### config.mk
export PLATFORM = sky130hd
export DESIGN_NAME = sram_arb
export DESIGN_NICKNAME = d
export VERILOG_FILES = /design/src/rtl/sram_arb_pkg.sv /design/src/rtl/arb_id_fifo.sv /design/src/rtl/sram_arb.sv
export SDC_FILE = /design/constraint.sdc
export NUM_CORES = 1
export LEC_CHECK = 0
export BUFFER_PORTS_ARGS = -buffer_cell sky130_fd_sc_hd__buf_2
export CORE_AREA = 2 2 126 128
export CTS_BUF_LIST = sky130_fd_sc_hd__clkbuf_4
export DETAILED_ROUTE_END_ITERATION = 8
export DIE_AREA = 0 0 128 130
export GPL_TIMING_DRIVEN = 0
export HOLD_SLACK_MARGIN = 0.1
export PLACE_DENSITY_LB_ADDON = 0.05
export REMOVE_ABC_BUFFERS = 1
export SLEW_MARGIN = 15
export SYNTH_ARGS = -nofsm -noshare
export SYNTH_HDL_FRONTEND = slang
export SYNTH_SLANG_ARGS = --single-unit
### constraint.sdc
create_clock -name clk -period 2.3 [get_ports clk]
set_input_delay 0.46 -clock clk [delete_from_list [all_inputs] [get_ports clk]]
set_output_delay 0.46 -clock clk [all_outputs]
set_load 0.03 [all_outputs]
### src/rtl/sram_arb_pkg.sv
// Shared definitions for the SRAM-like two-master arbiter: ID encoding,
// default tracking depth, arbiter state type and the request field bundle.
package sram_arb_pkg;

    localparam int   ARB_DEPTH_DEFAULT = 4;
    localparam logic ARB_ID_INST       = 1'b0;
    localparam logic ARB_ID_DATA       = 1'b1;

    typedef enum logic {
        ST_IDLE = 1'b0,
        ST_HOLD = 1'b1
    } arb_state_e;

    typedef struct packed {
        logic        wr;
        logic [1:0]  size;
        logic [3:0]  wstrb;
        logic [31:0] addr;
        logic [31:0] wdata;
    } sram_req_t;

    function automatic sram_req_t pack_req(
        input logic        wr,
        input logic [1:0]  size,
        input logic [3:0]  wstrb,
        input logic [31:0] addr,
        input logic [31:0] wdata
    );
        sram_req_t r;
        r.wr    = wr;
        r.size  = size;
        r.wstrb = wstrb;
        r.addr  = addr;
        r.wdata = wdata;
        return r;
    endfunction

endpackage

### src/rtl/arb_id_fifo.sv
// Small FIFO recording which master owns each accepted-but-unanswered request,
// so answers can be routed back in acceptance order.
module arb_id_fifo #(
    parameter int DEPTH = 4,
    parameter int WIDTH = 1
) (
    input  logic                     clk,
    input  logic                     resetn,
    input  logic                     i_push,
    input  logic                     i_pop,
    input  logic [WIDTH-1:0]         i_din,
    output logic                     o_full,
    output logic                     o_empty,
    output logic [WIDTH-1:0]         o_head,
    output logic [$clog2(DEPTH):0]   o_count
);

    localparam int PTR_W = (DEPTH > 1) ? $clog2(DEPTH) : 1;
    localparam int CNT_W = $clog2(DEPTH) + 1;

    logic [PTR_W-1:0] r_wptr;
    logic [PTR_W-1:0] r_rptr;
    logic [CNT_W-1:0] r_count;
    logic [WIDTH-1:0] r_mem [DEPTH];

    logic w_push;
    logic w_pop;

    function automatic logic [PTR_W-1:0] next_ptr(input logic [PTR_W-1:0] p);
        if (p == PTR_W'(DEPTH - 1)) begin
            return '0;
        end
        return p + PTR_W'(1);
    endfunction

    // Overflow and underflow are refused here as a second line of defence.
    assign w_push = i_push & ~o_full;
    assign w_pop  = i_pop & ~o_empty;

    always_ff @(posedge clk or negedge resetn) begin
        if (!resetn) begin
            r_wptr  <= '0;
            r_rptr  <= '0;
            r_count <= '0;
        end else begin
            if (w_push) begin
                r_wptr <= next_ptr(r_wptr);
            end
            if (w_pop) begin
                r_rptr <= next_ptr(r_rptr);
            end
            case ({w_push, w_pop})
                2'b10:   r_count <= r_count + CNT_W'(1);
                2'b01:   r_count <= r_count - CNT_W'(1);
                default: r_count <= r_count;
            endcase
        end
    end

    always_ff @(posedge clk) begin
        if (w_push) begin
            r_mem[r_wptr] <= i_din;
        end
    end

    assign o_full  = (r_count == CNT_W'(DEPTH));
    assign o_empty = (r_count == '0);
    assign o_head  = r_mem[r_rptr];
    assign o_count = r_count;

endmodule

### src/rtl/sram_arb.sv
// Arbiter merging the fetch (i_) and exe (d_) SRAM-like masters onto one slave
// port; data has fixed priority and answers are routed by a FIFO of owner IDs.
module sram_arb
    import sram_arb_pkg::*;
#(
    parameter int DEPTH = ARB_DEPTH_DEFAULT
) (
    input  logic                   clk,
    input  logic                   resetn,

    input  logic                   i_req,
    input  logic                   i_wr,
    input  logic [1:0]             i_size,
    input  logic [3:0]             i_wstrb,
    input  logic [31:0]            i_addr,
    input  logic [31:0]            i_wdata,
    output logic                   i_addr_ok,
    output logic                   i_data_ok,
    output logic [31:0]            i_rdata,

    input  logic                   d_req,
    input  logic                   d_wr,
    input  logic [1:0]             d_size,
    input  logic [3:0]             d_wstrb,
    input  logic [31:0]            d_addr,
    input  logic [31:0]            d_wdata,
    output logic                   d_addr_ok,
    output logic                   d_data_ok,
    output logic [31:0]            d_rdata,

    output logic                   s_req,
    output logic                   s_wr,
    output logic [1:0]             s_size,
    output logic [3:0]             s_wstrb,
    output logic [31:0]            s_addr,
    output logic [31:0]            s_wdata,
    input  logic                   s_addr_ok,
    input  logic                   s_data_ok,
    input  logic [31:0]            s_rdata,

    output logic                   err,
    output logic                   o_dbg_state,
    output logic [$clog2(DEPTH):0] o_dbg_count
);

    // Handshake: a request is accepted in a cycle with s_req & s_addr_ok, and
    // the master holds its fields until its addr_ok; an answer is any cycle
    // with s_data_ok, answers returning in acceptance order.

    arb_state_e r_state;
    arb_state_e w_next_state;
    logic       r_owner;
    logic       w_next_owner;
    logic       r_err;

    logic       w_owner;
    logic       w_owner_vld;
    logic       w_owner_req;
    logic       w_accept;
    logic       w_pop;
    logic       w_full;
    logic       w_empty;
    logic       w_head;
    sram_req_t  w_i_fields;
    sram_req_t  w_d_fields;
    sram_req_t  w_s_fields;

    assign w_i_fields = pack_req(i_wr, i_size, i_wstrb, i_addr, i_wdata);
    assign w_d_fields = pack_req(d_wr, d_size, d_wstrb, d_addr, d_wdata);

    always_ff @(posedge clk or negedge resetn) begin
        if (!resetn) begin
            r_state <= ST_IDLE;
            r_owner <= ARB_ID_INST;
        end else begin
            r_state <= w_next_state;
            r_owner <= w_next_owner;
        end
    end

    // Only a presented-but-refused request locks ownership.
    always_comb begin
        w_next_state = r_state;
        w_next_owner = r_owner;
        case (r_state)
            ST_IDLE: begin
                if (s_req && !s_addr_ok) begin
                    w_next_state = ST_HOLD;
                    w_next_owner = w_owner;
                end
            end
            ST_HOLD: begin
                if (w_accept) begin
                    w_next_state = ST_IDLE;
                end
            end
            default: w_next_state = ST_IDLE;
        endcase
    end

    always_comb begin
        w_owner     = r_owner;
        w_owner_vld = 1'b0;
        if (r_state == ST_HOLD) begin
            w_owner_vld = 1'b1;
        end else if (d_req) begin
            w_owner     = ARB_ID_DATA;
            w_owner_vld = 1'b1;
        end else if (i_req) begin
            w_owner     = ARB_ID_INST;
            w_owner_vld = 1'b1;
        end

        w_owner_req = (w_owner == ARB_ID_DATA) ? d_req : i_req;
        w_s_fields  = w_owner_vld ? ((w_owner == ARB_ID_DATA) ? w_d_fields : w_i_fields) : '0;

        // Full is judged at the start of the cycle; a same-cycle pop does not help.
        s_req       = w_owner_vld & w_owner_req & ~w_full;
        s_wr        = w_s_fields.wr;
        s_size      = w_s_fields.size;
        s_wstrb     = w_s_fields.wstrb;
        s_addr      = w_s_fields.addr;
        s_wdata     = w_s_fields.wdata;

        i_addr_ok   = s_req & s_addr_ok & (w_owner == ARB_ID_INST);
        d_addr_ok   = s_req & s_addr_ok & (w_owner == ARB_ID_DATA);
        i_data_ok   = w_pop & (w_head == ARB_ID_INST);
        d_data_ok   = w_pop & (w_head == ARB_ID_DATA);
    end

    assign w_accept = s_req & s_addr_ok;
    assign w_pop    = s_data_ok & ~w_empty;
    assign i_rdata  = s_rdata;
    assign d_rdata  = s_rdata;

    arb_id_fifo #(
        .DEPTH (DEPTH),
        .WIDTH (1)
    ) u_id_fifo (
        .clk     (clk),
        .resetn  (resetn),
        .i_push  (w_accept),
        .i_pop   (w_pop),
        .i_din   (w_owner),
        .o_full  (w_full),
        .o_empty (w_empty),
        .o_head  (w_head),
        .o_count (o_dbg_count)
    );

    // An answer with nothing outstanding is a slave protocol violation.
    always_ff @(posedge clk or negedge resetn) begin
        if (!resetn) begin
            r_err <= 1'b0;
        end else if (s_data_ok && w_empty) begin
            r_err <= 1'b1;
        end
    end

    assign err         = r_err;
    assign o_dbg_state = r_state;

endmodule

==> summary.txt <==
CTS
  – H-tree Lvls: 1
  – CTS tree: yes
  – Root Driver: clkbuf_4
  – Clock-pin transition on the worst setup and hold timing paths: 0.08 ns
  – CTS sink count: 14
  – CTS max path bufs: 2
  – Worst skew pair latency: 0.28 ns
  – CTS buffer count: 3

Floorplan
  – Boundary pin count: 325
  – Area of the core: 0.0154 mm²
  – Die W: 128 µm
  – Initial Utilization: 0.157
  – Vert. Die Dim: 130 µm
  – Num rows: 46
  – Die Area: 0.0166 mm²

Detailed routing
  – Vias per cell: 3.92
  – DRT Pass-1 Iters: 4
  – Starting DRT DRC Count: 69
  – Final WL: 12.8 mm
  – ANT nets after route: 0
  – Drt wl/cell: 19.4 µm
  – Post-route DRC: 0
  – Routed via count: 2583

Placement
  – Placer Congestion: 0.730
  – Port Buffers: 228
  – Hpwl dp: 11.0 mm
  – Post-place setup slack: -1.02 ns

Logic synthesis
  – #FFs+latches synth: 14
  – Sequential-to-total area share from yosys stat: 0.153
  – Mapped Area: 0.00242 mm²
  – Post-synth top area cell: mux2i_1
  – Library cells used by synthesis: 32
  – Post-Syn Instances: 288
  – YS warnings: 0
  – Area contributors post-synth: mux2i_1, buf_4, nor2_1, dfrtp_1, buf_12
  – Synth top area share: 0.297
  – Syn avg cell area: 8.42 µm²

Timing
  – Setup ws final: -0.241 ns
  – RSZ-0062 raised after global routing: yes
  – Slew margin rel.: 0.810
  – Hold Vio Cnt, Final: 0
  – Fmax: 0.393 GHz
  – Clock Skew: 0.0104 ns
  – Fin crit share: 1.10
  – Shortest clock period the worst path allows after layout: 2.54 ns
  – Final setup vio count: 62
  – Slew Limit Fails: 0
  – Min Hold Slack: 0.396 ns
  – Worst-margin pin slew: 0.285 ns

Hold path
  – Worst hold path type: in2reg
  – Worst hold path cell count: 2
  – WHS Endpoint: err
  – Min-delay src: s_data_ok

Worst setup path
  – Critical path's slowest cell: dfrtp_2
  – Worst Path Buf+Inv: 6
  – Worst Path Max Fanout: 6
  – Crit path arrival time: 2.08 ns
  – CP Cell Sequence: nand2b_4 -> a21oi_4 -> clkbuf_16 -> buf_16 -> buf_16 -> buf_16 -> buf_12 -> mux2i_1 -> nor2_1 -> buf_4
  – Worst r2r dst: u_id_fifo.o_count[2]
  – Crit Path Class: reg2out
  – Reg2reg path depth: 11
  – Crit path top cell by count: buf_16
  – Crit start category: register
  – CP max stage delay: 0.44 ns
  – CP top delay family: buffers and inverters
  – Setup crit end kind: output pin
  – R2R Setup Slk: 0.07 ns
  – Required @ worst endpoint: 1.84 ns

Power and ir drop
  – Peak VDD IR: 370 µV
  – Sequential share of power: 0.092
  – Sw Pwr: 2.85 mW
  – Leak: 2.12 nW
  – Int Power: 2.52 mW
  – Pwr Density: 1410 mW/mm²
  – Clock network fraction of total power: 0.027
  – Net Sw Frac: 0.530
  – Comb power frac: 0.880

Global routing
  – Total gr overflow: 0
  – First-pass GRT wire length: 17.0 mm
  – Vias in the first global route: 2500
  – GRT Resource Usage Total: 0.142
  – Initial antenna violation count: 1
  – Largest net degree at the start of global routing: 22

Finish
  – Area growth, synth to finish: 57.3%
  – Ant diodes: 0
  – Post-layout net count: 655
  – Share of layout cells above drive strength 1: 0.595

Status
  – Run status: complete, but fails checks
  – Failing checks: negative setup slack

Job
  – Max Cap Violations: 0
cells in the final DEF, fill, tap and decap left out, types with 2 or more instances in the layout:
| cell type | netlist | final |
|---|---|---|
| mux2i_4 | 0 | 6 |
| nor3_1 | 3 | 3 |
| buf_16 | 0 | 6 |
| buf_12 | 6 | 4 |
| edfxtp_1 | 4 | 4 |
| clkbuf_4 | 0 | 3 |
| ha_1 | 6 | 6 |
| dfrtp_1 | 10 | 9 |
| and2_1 | 4 | 4 |
| mux2i_1 | 72 | 64 |
| buf_2 | 0 | 192 |
| buf_6 | 0 | 8 |
| nor2_1 | 76 | 72 |
| inv_1 | 9 | 9 |
| buf_8 | 1 | 2 |
| mux2_1 | 2 | 2 |
| nand2_1 | 3 | 3 |
| xor2_1 | 2 | 2 |
| a21o_1 | 2 | 2 |
| mux2i_2 | 0 | 2 |
| nor2_2 | 0 | 4 |
| buf_4 | 65 | 40 |
how the worst max path moves through the flow:
| stage | startpoint | to | slack, ns | depth (start not counted) |
|---|---|---|---|---|
| 4_1_cts | register | s_wdata[27] | -0.26 | 10 |
| 2_1_floorplan | register | s_addr[0] | -1.34 | 2 |
| 3_5_place_dp | d_req | s_wdata[7] | -1.02 | 10 |
| 3_3_place_gp | i_req | s_wstrb[2] | -3.23 | 4 |
| 6_report | register | s_wdata[12] | -0.24 | 10 |
| 5_1_grt | register | s_wdata[2] | -0.35 | 10 |
power by group through the flow:
| stage | Sequential, mW | Clock [mW] | Combinational (mW) |
|---|---|---|---|
| 2_1_floorplan | 0.565 | 0 | 2.59 |
| 5_1_grt | 0.517 | 0.167 | 5.06 |
| 4_1_cts | 0.492 | 0.158 | 4.90 |
| 3_5_place_dp | 0.509 | 0 | 3.95 |
| 6_report | 0.496 | 0.147 | 4.72 |
| 3_3_place_gp | 0.505 | 0 | 3.80 |
synthesized netlist by cell type, drive strengths merged:
| cell type | n |
|---|---|
| mux4 | 1 |
| fa | 1 |
| nand2 | 3 |
| a22o | 1 |
| nand2b | 2 |
| a21o | 2 |
| nor3b | 1 |
| a21oi | 1 |
| ha | 6 |
| a31oi | 1 |
| o21ba | 1 |
| o311a | 1 |
| buf | 72 |
| xor2 | 2 |
| mux2 | 3 |
| clkbuf | 7 |
| inv | 9 |
| xnor2 | 1 |
| nor2b | 2 |
| dfrtp | 10 |
| nor3 | 4 |
| and2 | 4 |
| nor2 | 76 |
| mux2i | 72 |
| o31a | 1 |
| edfxtp | 4 |
cell families after synthesis:
logic type | after synthesis | synth area share
AOI/OAI and AO/OA | 8 | 0.0341
xor gates and xnor gates | 3 | 0.0108
adders and majority gates | 7 | 0.0392
buffers and inverters | 88 | 0.282
DFF | 14 | 0.153
muxes | 76 | 0.321
and+or+nand+nor | 92 | 0.161
repair_timing:
action | 4_1_cts | 5_1_grt
gates resized for setup | 62 | 11
hold buffers | 1 | 0
setup buffers | 17 | 1
cloned | 3 | 0
endpoints found under the setup margin | 73 | 74
endpoints found under the hold margin | 10 | 0
pin swaps | 3 | 4
cell type report:
class / instances / area, µm²
fill: 1764 / 11600
tap: 192 / 240
clock buffer: 3 / 22.5
inverter: 9 / 33.8
sequential: 14 / 372
timing repair buffer: 254 / 1660
multi-input combinational: 186 / 1480
clock inverter: 1 / 3.75
layer usage:
layer	vias to the layer above	share of wire	global-route usage
met1	1127	0.42	0.179
met2	198	0.42	0.193
met5	-	0.0059	0.0441
met3	6	0.16	0.108
li1	1248	-	-
met4	4	0.0028	0.0155
metrics by stage:
| step | instances | cell area [µm²] | power (mW) | TNS [ns] | utilization |
|---|---|---|---|---|---|
| 6_report | 659 | 3810 | 5.37 | -9.49 | 0.247 |
| 5_1_grt | 659 | 3810 | 5.74 | -16.48 | 0.247 |
| 4_1_cts | 661 | 3820 | 5.55 | -10.75 | 0.248 |
| 3_5_place_dp | 636 | 3330 | 4.46 | -30.33 | 0.216 |
| 3_3_place_gp | 629 | 3160 | 4.31 | -212.76 | 0.205 |
| 2_1_floorplan | 209 | 1770 | 3.16 | -100.09 | - |
sequential cells by signal, indices dropped and copies added (netlist names), named ones only:
signal / count
u_id_fifo.r_mem: 4
u_id_fifo.r_wptr: 2
u_id_fifo.o_count: 3
u_id_fifo.r_rptr: 2
r_owner: 1
err: 1
Power figures use the tool's default switching activity.
